$ cat config.mk
export PLATFORM = sky130hd
export DESIGN_NAME = vga_sync_gen
export DESIGN_NICKNAME = d
export VERILOG_FILES = /design/src/rtl/vga_sync_gen_pkg.sv /design/src/rtl/pixel_tick_div.sv /design/src/rtl/vga_sync_gen.sv
export SDC_FILE = /design/constraint.sdc
export NUM_CORES = 1
export LEC_CHECK = 0
export BUFFER_PORTS_ARGS = -buffer_cell sky130_fd_sc_hd__buf_4
export CAP_MARGIN = 25
export CORE_MARGIN = 2
export CORE_UTILIZATION = 38
export CTS_CLUSTER_SIZE = 40
export DETAILED_ROUTE_END_ITERATION = 8
export PLACE_DENSITY_LB_ADDON = 0.1
export REMOVE_ABC_BUFFERS = 1
export SYNTH_ARGS = -nofsm -noshare
export SYNTH_HDL_FRONTEND = slang
export SYNTH_SLANG_ARGS = --single-unit
$ cat constraint.sdc
create_clock -name clk -period 3 [get_ports clk]
set_input_delay 0 -clock clk [delete_from_list [all_inputs] [get_ports clk]]
set_output_delay 0 -clock clk [all_outputs]
set_load 0.1 [all_outputs]
$ cat src/rtl/vga_sync_gen_pkg.sv
// Shared timing defaults and counter helpers for the VGA sync generator.
//   - DEF_* : 640x480 @ 60 Hz timing (25 MHz pixel clock from a 100 MHz system clock)
//   - cnt_t : 10-bit unsigned pixel/line count type
//   - wrap_inc : increment with wrap to 0 after a given last value
package vga_sync_gen_pkg;

    localparam int unsigned DEF_CLK_DIV   = 4;
    localparam int unsigned DEF_H_DISPLAY = 640;
    localparam int unsigned DEF_H_FRONT   = 16;
    localparam int unsigned DEF_H_SYNC    = 96;
    localparam int unsigned DEF_H_BACK    = 48;
    localparam int unsigned DEF_V_DISPLAY = 480;
    localparam int unsigned DEF_V_FRONT   = 10;
    localparam int unsigned DEF_V_SYNC    = 2;
    localparam int unsigned DEF_V_BACK    = 33;

    localparam int unsigned CNT_W = 10;
    // Divider count width covers CLK_DIV up to 16 (count values 0..15).
    localparam int unsigned DIV_W = 4;

    typedef logic [CNT_W-1:0] cnt_t;

    function automatic cnt_t wrap_inc(input cnt_t value, input cnt_t last);
        return (value == last) ? cnt_t'(0) : value + cnt_t'(1);
    endfunction

endpackage

$ cat src/rtl/pixel_tick_div.sv
// Mod-CLK_DIV counter producing the pixel-rate tick.
//   i_clk     : system clock
//   i_rst_n   : asynchronous active-low reset
//   o_tick_en : combinational, high in the clk cycle whose closing edge is a pixel step
//   o_p_tick  : registered one-clk pulse, high right after each pixel step edge
module pixel_tick_div
    import vga_sync_gen_pkg::*;
#(
    parameter int unsigned CLK_DIV = DEF_CLK_DIV
) (
    input  logic i_clk,
    input  logic i_rst_n,
    output logic o_tick_en,
    output logic o_p_tick
);

    localparam logic [DIV_W-1:0] DIV_LAST = DIV_W'(CLK_DIV - 1);

    logic [DIV_W-1:0] r_div;
    logic             r_p_tick;

    // With CLK_DIV=1 the count is pinned at 0, so every edge is a pixel step.
    assign o_tick_en = (r_div == DIV_LAST);
    assign o_p_tick  = r_p_tick;

    always_ff @(posedge i_clk or negedge i_rst_n) begin
        if (!i_rst_n) begin
            r_div    <= '0;
            r_p_tick <= 1'b0;
        end else begin
            r_div    <= o_tick_en ? '0 : r_div + 1'b1;
            r_p_tick <= o_tick_en;
        end
    end

endmodule

$ cat src/rtl/vga_sync_gen.sv
// VGA timing master: pixel-rate divider, horizontal/vertical counters and sync decode.
//   clk         : system clock
//   reset       : asynchronous active-low reset
//   p_tick      : one-clk pulse at pixel rate; counters advance on the same edge
//   pixel_x     : horizontal count 0..H_TOTAL-1
//   pixel_y     : vertical count 0..V_TOTAL-1
//   video_on    : high inside the visible area
//   hsync/vsync : active-low sync pulses
//   frame_start : one-clk pulse when the counters wrap to (0,0)
module vga_sync_gen
    import vga_sync_gen_pkg::*;
#(
    parameter int unsigned CLK_DIV   = DEF_CLK_DIV,
    parameter int unsigned H_DISPLAY = DEF_H_DISPLAY,
    parameter int unsigned H_FRONT   = DEF_H_FRONT,
    parameter int unsigned H_SYNC    = DEF_H_SYNC,
    parameter int unsigned H_BACK    = DEF_H_BACK,
    parameter int unsigned V_DISPLAY = DEF_V_DISPLAY,
    parameter int unsigned V_FRONT   = DEF_V_FRONT,
    parameter int unsigned V_SYNC    = DEF_V_SYNC,
    parameter int unsigned V_BACK    = DEF_V_BACK
) (
    input  logic       clk,
    input  logic       reset,
    output logic       p_tick,
    output logic [9:0] pixel_x,
    output logic [9:0] pixel_y,
    output logic       video_on,
    output logic       hsync,
    output logic       vsync,
    output logic       frame_start
);

    localparam int unsigned H_TOTAL = H_DISPLAY + H_FRONT + H_SYNC + H_BACK;
    localparam int unsigned V_TOTAL = V_DISPLAY + V_FRONT + V_SYNC + V_BACK;

    localparam cnt_t H_LAST   = cnt_t'(H_TOTAL - 1);
    localparam cnt_t V_LAST   = cnt_t'(V_TOTAL - 1);
    localparam cnt_t H_VIS    = cnt_t'(H_DISPLAY);
    localparam cnt_t V_VIS    = cnt_t'(V_DISPLAY);
    localparam cnt_t HS_FIRST = cnt_t'(H_DISPLAY + H_FRONT);
    localparam cnt_t HS_LAST  = cnt_t'(H_DISPLAY + H_FRONT + H_SYNC - 1);
    localparam cnt_t VS_FIRST = cnt_t'(V_DISPLAY + V_FRONT);
    localparam cnt_t VS_LAST  = cnt_t'(V_DISPLAY + V_FRONT + V_SYNC - 1);

    logic w_tick_en;
    logic w_frame_wrap;
    cnt_t w_next_x;
    cnt_t w_next_y;

    cnt_t r_x;
    cnt_t r_y;
    logic r_video_on;
    logic r_hsync;
    logic r_vsync;
    logic r_frame_start;

    pixel_tick_div #(
        .CLK_DIV (CLK_DIV)
    ) u_tick_div (
        .i_clk     (clk),
        .i_rst_n   (reset),
        .o_tick_en (w_tick_en),
        .o_p_tick  (p_tick)
    );

    always_comb begin
        w_next_x = r_x;
        w_next_y = r_y;
        if (w_tick_en) begin
            w_next_x = wrap_inc(r_x, H_LAST);
            if (r_x == H_LAST) begin
                w_next_y = wrap_inc(r_y, V_LAST);
            end
        end
    end

    assign w_frame_wrap = w_tick_en && (r_x == H_LAST) && (r_y == V_LAST);

    // Sync and blanking are decoded from the next counts so they land on the
    // same edge as the counters themselves, with no decode skew.
    always_ff @(posedge clk or negedge reset) begin
        if (!reset) begin
            r_x           <= '0;
            r_y           <= '0;
            r_video_on    <= 1'b0;
            r_hsync       <= 1'b1;
            r_vsync       <= 1'b1;
            r_frame_start <= 1'b0;
        end else begin
            r_x           <= w_next_x;
            r_y           <= w_next_y;
            r_video_on    <= (w_next_x < H_VIS) && (w_next_y < V_VIS);
            r_hsync       <= !((w_next_x >= HS_FIRST) && (w_next_x <= HS_LAST));
            r_vsync       <= !((w_next_y >= VS_FIRST) && (w_next_y <= VS_LAST));
            r_frame_start <= w_frame_wrap;
        end
    end

    assign pixel_x     = r_x;
    assign pixel_y     = r_y;
    assign video_on    = r_video_on;
    assign hsync       = r_hsync;
    assign vsync       = r_vsync;
    assign frame_start = r_frame_start;

endmodule

==> results.toml, run 1 <==
[status]
status = "finished clean"

[clock_network]
holdBufCountCts = 1
clk_latency_ns = 0.28
htreeDepth = 2
root_buffer = "clkbuf_8"
cts-buffers-inserted = 5
post-cts-setup-buffer-count = 0
clockBufferDepth = 2
cts_tree = "done"
cts.sink_count = 29
clk_pin_slew_ns = 0.07
cts_resized = 0

[global_routing]
track_usage = 0.182
grt_remaining_overflow = 0
antenna_found_initial = 0
grt_pass1_vias = 1207
grt_first_pass_wirelength_um = 5920
grt_max_degree = 30

[power]
ir_worst_vdd_mv = 0.218
power.leakage_nw = 0.853
power_per_cell_area_nw_per_um2 = 384

[placement]
dp_hpwl_um = 2440
gp_congestion = 0.829
io_buffers = 26

[setup_path]
critPathLaunch = "u_tick_div.r_div[0]"
worst-setup-path-type = "reg2reg"
crit_arrival_ns = 2.73
crit_path_end_kind = "flop"
path_max_fanout = 9
startpoint_type = "flop"
reg2reg_from = "u_tick_div.r_div[0]"
cp.required_ns = 3.19

[yosys]
synth_edf_count = 0
ys_async_sr_fraction = 1.00
synth-seq-area-share = 0.485
ys_seq_elements = 29
ys.flop_type = "dfrtp_1"
syn-instance-count = 146
synth_area_per_cell_sq_um = 10.3
ys_warn_count = 0
synthDistinctLibCells = 45
synth_area_sq_um = 1500

[timing]
fin_crit_ns = 2.54
finClkSkew_ns = 0.00903
maxSlewViolCount = 0
tns_ns = 0
worst_slew_pin_slew_ns = 0.604
max_freq_mhz = 394
rsz0062_at_grt = "no"
finalCritPeriodShare = 0.846
finalSetupViolations = 0
relSlewSlack = 0.594
finalHoldViolations = 0

[final_layout]
final_cell_mix = "buf_4, dfrtp_1, nand2_1"
area_growth_pct = 23.1
antenna_cells = 0
drive_above_1_share = 0.276
mostFrequentLayoutCell = "buf_4"
utilization = 0.494
nets = 186

[detailed_routing]
wirelength_um = 3350
drt_first_pass_iters = 4
drtIter0Drc = 88
post-route-drc-count = 0
antenna_left = 0
wl_per_cell_um = 14.6
vias = 1229
vias_per_cell = 5.37

[floorplanning]
std_cell_rows = 22
die_h_um = 66.9
die_w_um = 66.9
initial_core_util = 0.401
die_area_sq_um = 4470
io_pins = 27
core_sq_um = 3740

[min_path]
hold_class = "in2async"

[run]
max-cap-violations = 0
[kinds of logic after synthesis]
| kind of cell | Yosys count | synth area share |
|---|---|---|
| simple gates | 65 | 0.264 |
| flops | 29 | 0.485 |
| compound gates | 27 | 0.120 |
| xor+xnor | 12 | 0.0699 |
| buf+inv | 9 | 0.0283 |
| fa+ha+maj | 4 | 0.0333 |
[path summary, 6_finish.rpt]
path | to | slack, ns | cells after the start
min in group clk | u_tick_div.r_div[0] | 0.46 | 1
max in group asynchronous | vsync | 2.51 | 2
setup reg to reg | hsync | 0.46 | 7
setup / recovery | hsync | 0.46 | 7
hold reg to reg | u_tick_div.r_div[0] | 0.46 | 1
hold / removal | pixel_x[3] | 0.17 | 2
[critical path, stage by stage, from the launching register on]
cell	delay [ns]
dfrtp_1	0.36
ha_1	0.18
or3b_2	0.58
nor4_1	0.59
nand3_1	0.14
o31a_1	0.13
a21boi_0	0.32
o211ai_1	0.14
[routing by layer]
metal  up-vias  wire (um)  GRT usage
met1       593       1620      0.240
met3         4        174     0.0524
met2        38       1500      0.271
li1        594          -          -
met4         0         46     0.0867
met5         -          0          0
[power by group]
group	leakage [nW]	switching [mW]	internal, mW
Clock	0.0450	0.149	0.160
Sequential	0.379	0	0.391
Combinational	0.429	0.00746	0.00173
[cell type report]
cell class	instances	area [sq um]
fill	383	1890
clock inverter	2	10.0
sequential	29	728
inverter	7	26.3
timing repair buffer	29	220
multi-input combinational	108	732
tap	48	60.1
clock buffer	6	72.6
[synth_stat cells (2+ instances only)]
cell / number / area [sq um]
a21oi_1: 3 / 15.0
a31oi_1: 2 / 12.5
and3_1: 4 / 25.0
and3_2: 3 / 22.5
and4_1: 2 / 17.5
dfrtp_1: 27 / 676
dfstp_2: 2 / 52.6
ha_1: 4 / 50.1
inv_1: 6 / 22.5
nand2_1: 14 / 52.6
nand2b_1: 2 / 12.5
nand3_1: 12 / 60.1
nand4_1: 3 / 18.8
nor2_1: 6 / 22.5
nor3_1: 5 / 25.0
nor4_1: 2 / 12.5
o21ai_0: 8 / 40.0
o31ai_1: 4 / 30.0
xnor2_1: 9 / 78.8
xor2_1: 3 / 26.3
[through the flow]
step	std cells	power, mW	worst slack, ns	area [sq um]	hold slack (ns)
floorplan	144	0.398	0.0987	1490	-0.296
global placement	220	0.407	0.475	1760	-0.0567
detailed placement	220	0.407	0.452	1760	-0.0512
CTS	229	0.720	0.444	1850	0.185
global route	229	0.744	0.206	1850	0.199
finish	229	0.710	0.462	1850	0.171
[state kept, by name, summed over array words and instances (netlist names)]
name,flops
vsync,1
pixel_x,10
video_on,1
u_tick_div.o_p_tick,1
frame_start,1
u_tick_div.r_div,4
hsync,1
pixel_y,10
Power figures use the tool's default switching activity.
==> inputs of run 2 (changes only) <==
--- a/config.mk
+++ b/config.mk
@@ -5,6 +5,7 @@
 export SDC_FILE = /design/constraint.sdc
 export NUM_CORES = 1
 export LEC_CHECK = 0
+export ABC_AREA = 1
 export BUFFER_PORTS_ARGS = -buffer_cell sky130_fd_sc_hd__buf_4
 export CAP_MARGIN = 25
 export CORE_MARGIN = 2
==> constraint.sdc (replaced) <==
create_clock -name clk -period 2.3 [get_ports clk]
set_input_delay 0 -clock clk [delete_from_list [all_inputs] [get_ports clk]]
set_output_delay 0 -clock clk [all_outputs]
set_load 0.1 [all_outputs]
==> run 2 against run 1 <==
Compared with the run above:
- routed wire length up 24%
- register-to-register slack worse by 0.09 ns
- fmax up 31%
- utilization down 0.65 points
- worst hold slack better by 0.015 ns
- setup slack worse by 0.094 ns
- clock power up 79%
- sequential power up 30%
- critical path type unchanged
- largest power group is now clock
- highest routed layer unchanged
==> results.toml, run 2 <==
[status]
status = "finished clean"

[detailed_routing]
vias = 1572
drtIter0Drc = 93
post-route-drc-count = 0
vias_per_cell = 4.76
antenna_left = 0
drt_first_pass_iters = 4
wirelength_um = 4140
wl_per_cell_um = 12.5

[yosys]
yosys-top-cells-count = "nand2_1, inv_1, nor2_1"
muxShareOfSynthArea = 0
synth.most_common_cell = "nand2_1"
synth_xor_area_frac = 0.0296
synthAdderAreaFrac = 0.0282
synth-simple-area-share = 0.391
syn-instance-count = 245
ys.flop_type = "dfrtp_1"
ys_seq_elements = 29
yosys-top-cells-area = "dfrtp_1, nand2_1, inv_1, nand3_1, nor2_1"
synth_edf_count = 0
synth-seq-area-share = 0.411
synth_top_family_by_area = "simple AND/OR/NAND/NOR gates"
synth_top_area_share = 0.381
synth_area_per_cell_sq_um = 7.24
yosysTopAreaCell = "dfrtp_1"
synth_area_sq_um = 1770
ys_warn_count = 0
synthDistinctLibCells = 27
ys_async_sr_fraction = 1.00
synth-compound-area-share = 0.0346

[setup_path]
cpMaxStageDelayCell = "dfrtp_1"
cp_top_family = "simple AND/OR/NAND/NOR gates"
r2r_setup_slack_ns = 0.37
path_max_fanout = 8
path_common_cell = "nand2_1"
crit_path_end_kind = "flop"
crit_arrival_ns = 2.10
startpoint_type = "flop"
cp_cell_sequence = "ha_1, nand2_2, nor2_4, nand3_4, nor2_4, nand2_1, nand2_1, nand2_1, nor2_1, nand2_1, nor2_1, nor2_1"
cp.required_ns = 2.47
max_stage_delay_ns = 0.45
cp_num_buf_inv = 0
worst-setup-path-type = "reg2reg"

[timing]
finalHoldViolations = 0
worst_slew_pin_slew_ns = 0.414
relSlewSlack = 0.723
finalSetupViolations = 0
finClkSkew_ns = 0.00720
maxSlewViolCount = 0
rsz0062_at_grt = "no"
max_freq_mhz = 518
finalCritPeriodShare = 0.840
setup_ws_ns = 0.368
fin_crit_ns = 1.93

[final_layout]
area_growth_pct = 21.4
nets = 283
mostFrequentLayoutCell = "nand2_1"
drive_above_1_share = 0.212
fillers = 433
antenna_cells = 0
final_cell_mix = "nand2_1, inv_1, nor2_1"

[global_routing]
track_usage = 0.180
grt_first_pass_wirelength_um = 7130
grt_max_degree = 30
grt_remaining_overflow = 0
grt_pass1_vias = 1530
antenna_found_initial = 0

[placement]
io_buffers = 26
dp_slack_ns = 0.371
gp_congestion = 0.820
dp_hpwl_um = 3140

[min_path]
hold_class = "in2async"

[floorplanning]
io_pins = 27
die_w_um = 72.3
core_sq_um = 4410
die_h_um = 72.3
std_cell_rows = 24
die_area_sq_um = 5230
initial_core_util = 0.402

[clock_network]
cts.sink_count = 29
post-cts-setup-buffer-count = 0
clk_latency_ns = 0.28
cts_tree = "done"
htreeDepth = 2
clk_pin_slew_ns = 0.06
cts-buffers-inserted = 5
root_buffer = "clkbuf_8"
clockBufferDepth = 2

[power]
power.leakage_nw = 1.09
ir_worst_vdd_mv = 0.317
power_per_cell_area_nw_per_um2 = 500
power.total_mw = 1.08

[run]
max-cap-violations = 0
run 2: area by class of cell:
| class | instances | area, sq um | area share |
|---|---|---|---|
| clock buffer | 6 | 82.6 | 0.0384 |
| clock inverter | 2 | 37.5 | 0.0174 |
| inverter | 47 | 176 | 0.0820 |
| multi-input combinational | 167 | 857 | 0.398 |
| sequential | 29 | 728 | 0.338 |
| tap | 52 | 65.1 | 0.0302 |
| timing repair buffer | 27 | 205 | 0.0953 |
run 2: stage by stage:
| stage | cells | TNS, ns | utilization | hold slack (ns) | cell area, sq um |
|---|---|---|---|---|---|
| floorplan | 243 | -0.186 | - | -0.296 | 1760 |
| global placement | 321 | 0 | 0.458 | -0.0448 | 2020 |
| detailed placement | 321 | 0 | 0.458 | -0.0447 | 2020 |
| CTS | 330 | 0 | 0.488 | 0.188 | 2150 |
| global route | 330 | 0 | 0.488 | 0.212 | 2150 |
| finish | 330 | 0 | 0.488 | 0.186 | 2150 |
run 2: worst register-to-register path: cells and delay by family (launching register included):
kind / cells / cell delay [ns]
AND/OR/NAND/NOR: 11 / 1.12
adder cells (fa/ha/maj): 1 / 0.25
flip-flops: 1 / 0.45
run 2: logic make-up after synthesis:
kind of cell / after synthesis
compound gates: 11
flops: 29
buf+inv: 49
fa+ha+maj: 4
xor+xnor: 6
simple gates: 146
run 2: final timing paths:
path / start / end / cells after the start
worst max register to register: pixel_x[0] / video_on / 12
worst max-delay path: pixel_x[0] / video_on / 12
max in group asynchronous: reset / vsync / 2
worst min register to register: u_tick_div.r_div[0] / u_tick_div.r_div[0] / 1
min in group clk: u_tick_div.r_div[0] / u_tick_div.r_div[0] / 1
worst min-delay path: reset / u_tick_div.r_div[3] / 2
run 2: report_power, final:
part / internal, mW / total (mW) / switching [mW]
Clock: 0.352 / 0.554 / 0.202
Combinational: 0.00226 / 0.0126 / 0.0103
Sequential: 0.510 / 0.510 / 0
Total: 0.864 / 1.08 / 0.213
run 2: what timing repair did:
action	in CTS	in global routing
gates resized for setup	0	0
hold endpoints to repair	29	0
hold buffers	1	0
run 2: routing by layer:
| layer | GRT usage | wire length (um) | vias up |
|---|---|---|---|
| li1 | - | - | 816 |
| met1 | 0.245 | 1980 | 719 |
| met2 | 0.273 | 1900 | 32 |
| met3 | 0.0486 | 211 | 5 |
| met4 | 0.0671 | 52 | 0 |
| met5 | 0 | 0 | - |
